## src/rtl/mips_pkg.sv

```systemverilog
// mips_pkg: constants shared by the MIPS fetch stage and the downstream
// control unit. This covers the reset PC, the NOP word, the PC step, the
// opcode field position and the opcode encodings.
package mips_pkg;

   localparam logic [31:0] RESET_PC = 32'h0000_0000;
   localparam logic [31:0] NOP_WORD = 32'h0000_0000;  // sll $0,$0,0
   localparam logic [31:0] PC_STEP  = 32'd4;

   localparam int OP_MSB = 31;
   localparam int OP_LSB = 26;

   localparam logic [5:0] OP_RTYPE = 6'b000000;
   localparam logic [5:0] OP_J     = 6'b000010;
   localparam logic [5:0] OP_JAL   = 6'b000011;
   localparam logic [5:0] OP_BEQ   = 6'b000100;
   localparam logic [5:0] OP_BNE   = 6'b000101;
   localparam logic [5:0] OP_ADDI  = 6'b001000;
   localparam logic [5:0] OP_LW    = 6'b100011;
   localparam logic [5:0] OP_SW    = 6'b101011;

   // Extract the opcode field of an instruction word.
   function automatic logic [5:0] get_op(input logic [31:0] instr);
      return instr[OP_MSB:OP_LSB];
   endfunction

endpackage

```

## src/rtl/fetch_stage_if.sv

```systemverilog
// fetch_stage_if: instruction-memory bus between the fetch stage and imem.
//   imem_addr  : byte address driven by the fetch stage (master)
//   imem_rdata : instruction word, combinational read of imem_addr (slave)
interface fetch_stage_if;

   logic [31:0] imem_addr;
   logic [31:0] imem_rdata;

   modport master (output imem_addr, input imem_rdata);
   modport slave  (input imem_addr, output imem_rdata);

endinterface

```

## src/rtl/fetch_stage_if_id_reg.sv

```systemverilog
// if_id_reg: IF/ID pipeline register.
//   clk, rst       : clock, synchronous active-high reset
//   en_i           : load enable (low = stall/hold)
//   flush_i        : load NOP_WORD with valid cleared (wins over en_i)
//   instr_i        : fetched instruction word
//   pc_plus4_i     : PC + 4 of the fetched instruction
//   instr_o        : registered instruction word
//   pc_plus4_o     : registered PC + 4
//   valid_o        : set when the register holds a real fetched instruction
module if_id_reg
   import mips_pkg::*;
(
   input  logic        clk,
   input  logic        rst,
   input  logic        en_i,
   input  logic        flush_i,
   input  logic [31:0] instr_i,
   input  logic [31:0] pc_plus4_i,
   output logic [31:0] instr_o,
   output logic [31:0] pc_plus4_o,
   output logic        valid_o
);

   logic [31:0] instr_q;
   logic [31:0] pc_plus4_q;
   logic        valid_q;

   // IF/ID state: reset, then flush, then load, otherwise hold.
   always_ff @(posedge clk) begin
      if (rst) begin
         instr_q    <= NOP_WORD;
         pc_plus4_q <= 32'h0000_0000;
         valid_q    <= 1'b0;
      end else if (flush_i) begin
         instr_q    <= NOP_WORD;
         pc_plus4_q <= 32'h0000_0000;
         valid_q    <= 1'b0;
      end else if (en_i) begin
         instr_q    <= instr_i;
         pc_plus4_q <= pc_plus4_i;
         valid_q    <= 1'b1;
      end else begin
         instr_q    <= instr_q;
         pc_plus4_q <= pc_plus4_q;
         valid_q    <= valid_q;
      end
   end

   assign instr_o    = instr_q;
   assign pc_plus4_o = pc_plus4_q;
   assign valid_o    = valid_q;

endmodule

```

## src/rtl/fetch_stage.sv

```systemverilog
// fetch_stage: MIPS instruction-fetch stage with the PC register, the next-PC
// mux and the IF/ID register.
//   clk, rst        : clock, synchronous active-high reset
//   stall_i         : hold PC, IF/ID and fetch counter
//   redirect_i      : taken branch/jump, overrides stall and flushes IF/ID
//   redirect_pc_i   : redirect target; the low two bits are dropped
//   imem            : instruction-memory bus (addr = pc_q, rdata same cycle)
//   id_instr_o      : IF/ID instruction
//   id_op_o         : opcode slice of id_instr_o, for the control unit
//   id_pc_plus4_o   : IF/ID PC + 4
//   id_valid_o      : IF/ID holds a real instruction
//   misalign_o      : sticky flag, a redirect target was not word aligned
//   fetch_count_o   : instructions latched into IF/ID (wraps at 2^32)
module fetch_stage
   import mips_pkg::*;
(
   input  logic                 clk,
   input  logic                 rst,
   input  logic                 stall_i,
   input  logic                 redirect_i,
   input  logic [31:0]          redirect_pc_i,
   fetch_stage_if.master        imem,
   output logic [31:0]          id_instr_o,
   output logic [5:0]           id_op_o,
   output logic [31:0]          id_pc_plus4_o,
   output logic                 id_valid_o,
   output logic                 misalign_o,
   output logic [31:0]          fetch_count_o
);

   logic [31:0] pc_q, pc_d;
   logic [31:0] count_q, count_d;
   logic        misalign_q, misalign_d;
   logic [31:0] pc_plus4_s;
   logic        load_s;

   assign pc_plus4_s = pc_q + PC_STEP;  // modulo 2^32
   assign load_s     = ~stall_i & ~redirect_i;

   // Next-state selection for PC, fetch counter and misalign flag.
   always_comb begin
      pc_d       = pc_q;
      count_d    = count_q;
      misalign_d = misalign_q;
      if (redirect_i) begin
         pc_d = {redirect_pc_i[31:2], 2'b00};
         if (redirect_pc_i[1:0] != 2'b00) begin
            misalign_d = 1'b1;
         end else begin
            misalign_d = misalign_q;
         end
      end else if (stall_i) begin
         pc_d    = pc_q;
         count_d = count_q;
      end else begin
         pc_d    = pc_plus4_s;
         count_d = count_q + 32'd1;
      end
   end

   // PC, counter and sticky misalign registers.
   always_ff @(posedge clk) begin
      if (rst) begin
         pc_q       <= RESET_PC;
         count_q    <= 32'h0000_0000;
         misalign_q <= 1'b0;
      end else begin
         pc_q       <= pc_d;
         count_q    <= count_d;
         misalign_q <= misalign_d;
      end
   end

   if_id_reg u_if_id (
      .clk        (clk),
      .rst        (rst),
      .en_i       (load_s),
      .flush_i    (redirect_i),
      .instr_i    (imem.imem_rdata),
      .pc_plus4_i (pc_plus4_s),
      .instr_o    (id_instr_o),
      .pc_plus4_o (id_pc_plus4_o),
      .valid_o    (id_valid_o)
   );

   assign imem.imem_addr = pc_q;
   assign id_op_o        = get_op(id_instr_o);
   assign misalign_o     = misalign_q;
   assign fetch_count_o  = count_q;

endmodule

```

## src/flat_wrapper.sv

```systemverilog
// flat-port wrapper written by rule: the top's interface ports become plain ports
module fetch_stage_flat import mips_pkg::*;
  (clk, rst, stall_i, redirect_i, redirect_pc_i, id_instr_o, id_op_o, id_pc_plus4_o, id_valid_o, misalign_o, fetch_count_o, imem_imem_addr, imem_imem_rdata);
  fetch_stage_if imem_i ();
  input  logic clk;
  input  logic rst;
  input  logic stall_i;
  input  logic redirect_i;
  input  logic [31:0] redirect_pc_i;
  output logic [31:0] id_instr_o;
  output logic [5:0] id_op_o;
  output logic [31:0] id_pc_plus4_o;
  output logic id_valid_o;
  output logic misalign_o;
  output logic [31:0] fetch_count_o;
  output wire logic [$bits(imem_i.imem_addr)-1:0] imem_imem_addr;
  input wire logic [$bits(imem_i.imem_rdata)-1:0] imem_imem_rdata;
  assign imem_imem_addr = imem_i.imem_addr;
  assign imem_i.imem_rdata = imem_imem_rdata;
  fetch_stage u_core (.clk(clk), .rst(rst), .stall_i(stall_i), .redirect_i(redirect_i), .redirect_pc_i(redirect_pc_i), .imem(imem_i), .id_instr_o(id_instr_o), .id_op_o(id_op_o), .id_pc_plus4_o(id_pc_plus4_o), .id_valid_o(id_valid_o), .misalign_o(misalign_o), .fetch_count_o(fetch_count_o));
endmodule
```

## config.mk

```make
export PLATFORM = sky130hd
export DESIGN_NAME = fetch_stage_flat
export DESIGN_NICKNAME = d
export VERILOG_FILES = /design/src/rtl/mips_pkg.sv /design/src/rtl/fetch_stage_if.sv /design/src/rtl/fetch_stage_if_id_reg.sv /design/src/rtl/fetch_stage.sv /design/src/flat_wrapper.sv
export SDC_FILE = /design/constraint.sdc
export NUM_CORES = 1
export LEC_CHECK = 0
export CAP_MARGIN = 20
export CORE_AREA = 5 5 121 123
export DETAILED_ROUTE_END_ITERATION = 10
export DIE_AREA = 0 0 126 128
export GPL_ROUTABILITY_DRIVEN = 0
export PLACE_DENSITY = 0.8
export SLEW_MARGIN = 20
export SYNTH_ARGS = -nofsm -noshare
export SYNTH_HDL_FRONTEND = slang
export SYNTH_HIERARCHICAL = 1
export SYNTH_SLANG_ARGS = --single-unit
export TNS_END_PERCENT = 100
```

## constraint.sdc

```tcl
create_clock -name clk -period 2.9 [get_ports clk]
set_input_delay 0.725 -clock clk [delete_from_list [all_inputs] [get_ports clk]]
set_output_delay 0.725 -clock clk [all_outputs]
set_load 0.02 [all_outputs]
```

# Word level (Yosys, flattened, before mapping)
# Index checks and enable logic that the tools add are counted.
# word_totals
word_cells,19
ff_bits,130
out_inout_bits,136
inputBits,68
# classes
bitwise_logic,3
eq_ne,1
n_reduce_logical,4
n_mux,2
n_addsub,2
# op_table
operator,n
32-bit two-way mux,2
32-bit by 1-bit adder with 32-bit output (second input constant),1
32-bit by 3-bit adder with 32-bit output (second input constant),1
2-bit AND reduction,2
2-bit by 1-bit inequality test with 1-bit output (second input constant),1
1-bit NOT,2
2-bit nonzero test,1
2-bit OR reduction,1
1-bit bitwise AND,1

# Depth between registers and ports, before layout
# depth
word_depth,3
depth_mapped,9

# By module
# The synthesis kept the hierarchy.
# modules_own_cells
module,cells_each,instances,seq_area_each_um2,area_per_inst_um2
fetch_stage,469,1,1261.2,3737.3
if_id_reg,210,1,1301.2,2339.7

# Worst setup path after synthesis
# No wires, ideal clock.
# synth_path
kind,input -> register
from,input redirect_i
to,"register u_core.count_q[31], in the netlist u_core/fetch_count_o[31]"
required_ns,2.771
setup_slack_ns,0.655
setup_time_ns,0.129
t_arrival_ns,2.116
cell_stages,7
path_buffers,2
cell_sequence,clkbuf_1 nor4bb_1 clkbuf_1 nand4_1 nor3_1 xnor2_1 nor2_1
# synth_between
elab_chain_cells,2
# synth_lines
item,line_no,rtl
start: declaration,flat_wrapper.sv:8,input logic redirect_i;
1-bit NOT,-,
2-bit AND reduction (no source line),-,
end signal: assignment,fetch_stage.sv:69,count_q <= count_d;
end: declaration,fetch_stage.sv:32,"logic [31:0] count_q, count_d;"
# No other way between the ends.
# A chain may end at the register's enable or synchronous reset.

# Worst setup path in the final report
# layout_path
from,"register u_core.pc_q[2], in the netlist u_core/imem.imem_addr[2]"
to,"register u_core.u_if_id.pc_plus4_q[28], in the netlist u_core/u_if_id/pc_plus4_o[28]"
# layout_between
elab_chain_cells,1
# layout_lines
item,line_no,rtl
start: declaration,fetch_stage.sv:31,"logic [31:0] pc_q, pc_d;"
start signal: assignment,fetch_stage.sv:68,pc_q <= pc_d;
32-bit by 3-bit adder with 32-bit output,fetch_stage.sv:37,assign pc_plus4_s = pc_q + PC_STEP;
via u_core.pc_plus4_s[28],fetch_stage.sv:34,logic [31:0] pc_plus4_s;
end signal: assignment,fetch_stage_if_id_reg.sv:40,pc_plus4_q <= pc_plus4_i;
end signal: assignment,fetch_stage_if_id_reg.sv:44,pc_plus4_q <= pc_plus4_q;
end: declaration,fetch_stage_if_id_reg.sv:25,logic [31:0] pc_plus4_q;
# The timed path passes the listed nets, and every way through them passes these cells.

==> impl_results.md <==
- Register clock-pin slew on the reported worst setup and hold paths: 0.06 ns
- Number of buffers inserted to repair setup after CTS: 0
- Total via count after detailed routing: 5276
- Remaining Overflow, GRT: 0
- Final antenna diode count: 0
- Mean cell area of the mapped netlist: 8.95 um2
- Cell types with the highest counts after synthesis: sky130_fd_sc_hd__dfxtp_1 (128), sky130_fd_sc_hd__nor2_1 (126), sky130_fd_sc_hd__mux2i_1 (68), sky130_fd_sc_hd__xor2_1 (41), sky130_fd_sc_hd__xnor2_1 (40)
- Internal power summed over all cells: 3.53 mW
- 1st-iter DRT viols: 180
- Worst-path fanout max: 7
- Wire length of the first global-routing pass: 25.8 mm
- Pre-Repair DR Iteration Count: 4
- Status: complete, no violations
- Number of I/O port buffers: 201
- Clock insertion delay at the later pin of the skew report: 0.40 ns
- Number of max-capacitance violations reported: 0
- Switching component of the power: 1.05 mW
- RSZ-0062 raised after global routing: no
- Clock network fraction of design power: 0.482
- Synthesized flop and latch total: 128
- Die W: 126 um
- Area share of the largest cell type after synthesis: 0.422
- Leak pwr: 3.35 nW
- Total routed wirelength: 16.1 mm
- Pwr Density: 521 nW/um2
- Number of buffers between clock root and the deepest sink: 2
- Sequential fraction of design power: 0.407
- Peak VDD IR: 347 uV
- Cell with the most instances after synthesis: sky130_fd_sc_hd__dfxtp_1
- Clock tree from TritonCTS: built
- Largest cells by area after synthesis: sky130_fd_sc_hd__dfxtp_1 (42%), sky130_fd_sc_hd__mux2i_1 (11%), sky130_fd_sc_hd__nor2_1 (7.8%)
- Post-route total power: 4.58 mW
- Largest area contributor in the synthesized netlist: sky130_fd_sc_hd__dfxtp_1
- Synthesis Warnings: 6
- Synthesized netlist cell count: 679
- Main flop type after synthesis: sky130_fd_sc_hd__dfxtp_1
- Fin crit share: 0.822
- Final Max Tran Viols: 0
- Placeable core region: 13600 um2
- Total clock sinks: 128
- Worst path required time: 3.24 ns
- DIE AREA: 16100 um2
- Crit-path cells: ha_1 > nand3_1 > or4_1 > nor3_1 > xor2_1 > mux2i_1 > nor2_1
- GRT Total Usage: 0.196
- Antenna violations before repair: 1
- Ys async rst share: 0
- DP HPWL: 11.9 mm
- Fraction of power consumed by combinational cells: 0.111
- Cell at the slowest stage of the critical path: sky130_fd_sc_hd__or4_1
- Final count of hold timing violations: 0
- Minimum period implied by the final worst setup slack: 2.38 ns
- Clock skew after layout: 0.00569 ns
- Final non-filler cell total: 1066
- Worst slew margin: 0.529
- Post-synth cell types: 45
- Wire per inst: 15.1 um
- Start-to-end type of the worst setup path: reg -> reg
- Number of top-level pins: 204
- Sw Share: 0.229
- Startpoint type of the worst setup path: flip-flop
- Number of buffers created by CTS: 17
- Floorplan die height: 128 um
- Per-cell via count in the routed design: 4.95
- Slew at the pin closest to its max-slew limit: 0.707 ns
- Sequential share of the synthesized area: 0.422
- Worst min path class: reg -> reg
- Number of cell instances on the worst register-to-register path: 7
- Instance area at placement: 8180 um2
- Post-layout instance area: 8790 um2
- Post-route ant nets: 0
- Pin count of the biggest net entering global routing: 64
- Final standard cell utilization of the core: 0.648
- Layout-stage area growth over the synthesis result: 44.6%
- Number of global-route vias before repair: 4955
- Worst Setup End Kind: flip-flop
- Peak per-stage delay on the critical path: 0.72 ns
- Top achievable clock speed: 419 MHz
- Arr. time, crit path: 2.73 ns
- Netlist area before placement: 6080 um2
- Row count: 43
- Number of gates given a new drive strength after cts: 0
- Nets: 943
- Number of buffers added to fix hold violations after cts: 0
- Total DRC errors in the routed layout: 0
- Number of flops mapped to enable cells by yosys: 0
- Cell count of the worst hold path: 2
- Fraction of final layout cells with drive strength greater than 1: 0.0756
- Setup violators final: 0
- Initial Utilization: 0.448
- Cell total after placement: 1034
- Number of H-tree branching levels: 4
- Setup TNS: 0 ns
- Root cell of the clock tree: sky130_fd_sc_hd__clkbuf_16
==> registers in the layout, indices dropped and copies added, names as in the netlist <==
register,count
u_core/fetch_count_o,32
u_core/imem.imem_addr,30
u_core/misalign_o,1
u_core/u_if_id/instr_o,32
u_core/u_if_id/pc_plus4_o,32
u_core/u_if_id/valid_o,1
==> logic make-up (layout without fill, tap and decap cells) <==
kind of cell | after synthesis | count (layout) | synth area share
AOI/OAI and AO/OA | 53 | 53 | 0.0529
xor gates and xnor gates | 81 | 81 | 0.117
adders and majority gates | 2 | 2 | 0.00412
buffers and inverters | 79 | 283 | 0.0747
DFF | 128 | 128 | 0.422
muxes | 69 | 69 | 0.114
other | 1 | 4 | 0.000617
and+or+nand+nor | 266 | 266 | 0.215
==> cells in the final DEF (no fill, tap or decap), drive strengths merged, types with 16 or more instances in the layout <==
cell / count
clkdlybuf4s50: 199
dfxtp: 128
nor2: 126
mux2i: 68
xor2: 41
xnor2: 40
nor3: 33
nand2: 30
inv: 29
buf: 24
a21oi: 23
clkbuf: 20
nand3: 16
==> final timing paths <==
| path | to | startpoint | slack (ns) |
|---|---|---|---|
| worst min register to register | u_core/misalign_o$_SDFFE_PP0P_ | u_core/misalign_o$_SDFFE_PP0P_ | 0.45 |
| worst max register to register | u_core/u_if_id/pc_plus4_o[28]$_SDFFE_PP0P_ | u_core/imem.imem_addr[2]$_SDFFE_PP0P_ | 0.52 |
| worst max-delay path | u_core/u_if_id/pc_plus4_o[28]$_SDFFE_PP0P_ | u_core/imem.imem_addr[2]$_SDFFE_PP0P_ | 0.52 |
| worst min-delay path | u_core/misalign_o$_SDFFE_PP0P_ | u_core/misalign_o$_SDFFE_PP0P_ | 0.45 |
==> cell type report <==
type / count / area, um2
inverters: 28 / 105
clock inverters: 12 / 164
clock buffers: 20 / 447
well taps: 180 / 225
fillers: 1150 / 4770
multi-input cells: 475 / 3080
flip-flops and latches: 128 / 2560
repair buffers: 223 / 2200
==> power groups by stage <==
stage | clock network (mW) | logic [mW] | registers [mW]
final | 2.20 | 0.509 | 1.86
after CTS | 2.25 | 0.514 | 1.86
after floorplan | 0 | 0.230 | 1.94
after detailed placement | 0 | 0.511 | 1.90
after global routing | 2.34 | 0.547 | 1.87
after global placement | 0 | 0.505 | 1.90
==> worst max-delay path: cells and delay by family (launching register included) <==
kind / cells / cell delay, ns
flops: 1 / 0.50
mux: 1 / 0.10
simple gates: 4 / 1.20
fa+ha+maj: 1 / 0.30
xor+xnor: 1 / 0.22
==> metal layers <==
metal	wire length, um	global-route usage
met1	7250	0.252
met2	7400	0.313
met3	1340	0.0750
met4	133	0.0492
met5	11	0
==> metrics by stage <==
stage / worst slack [ns] / hold slack, ns
4_1_cts: 0.542 / 0.454
3_3_place_gp: 0.240 / 0.433
2_1_floorplan: 0.655 / 0.522
3_5_place_dp: 0.195 / 0.445
5_1_grt: 0.386 / 0.497
6_report: 0.516 / 0.454
(Power assumes the default switching activity.)
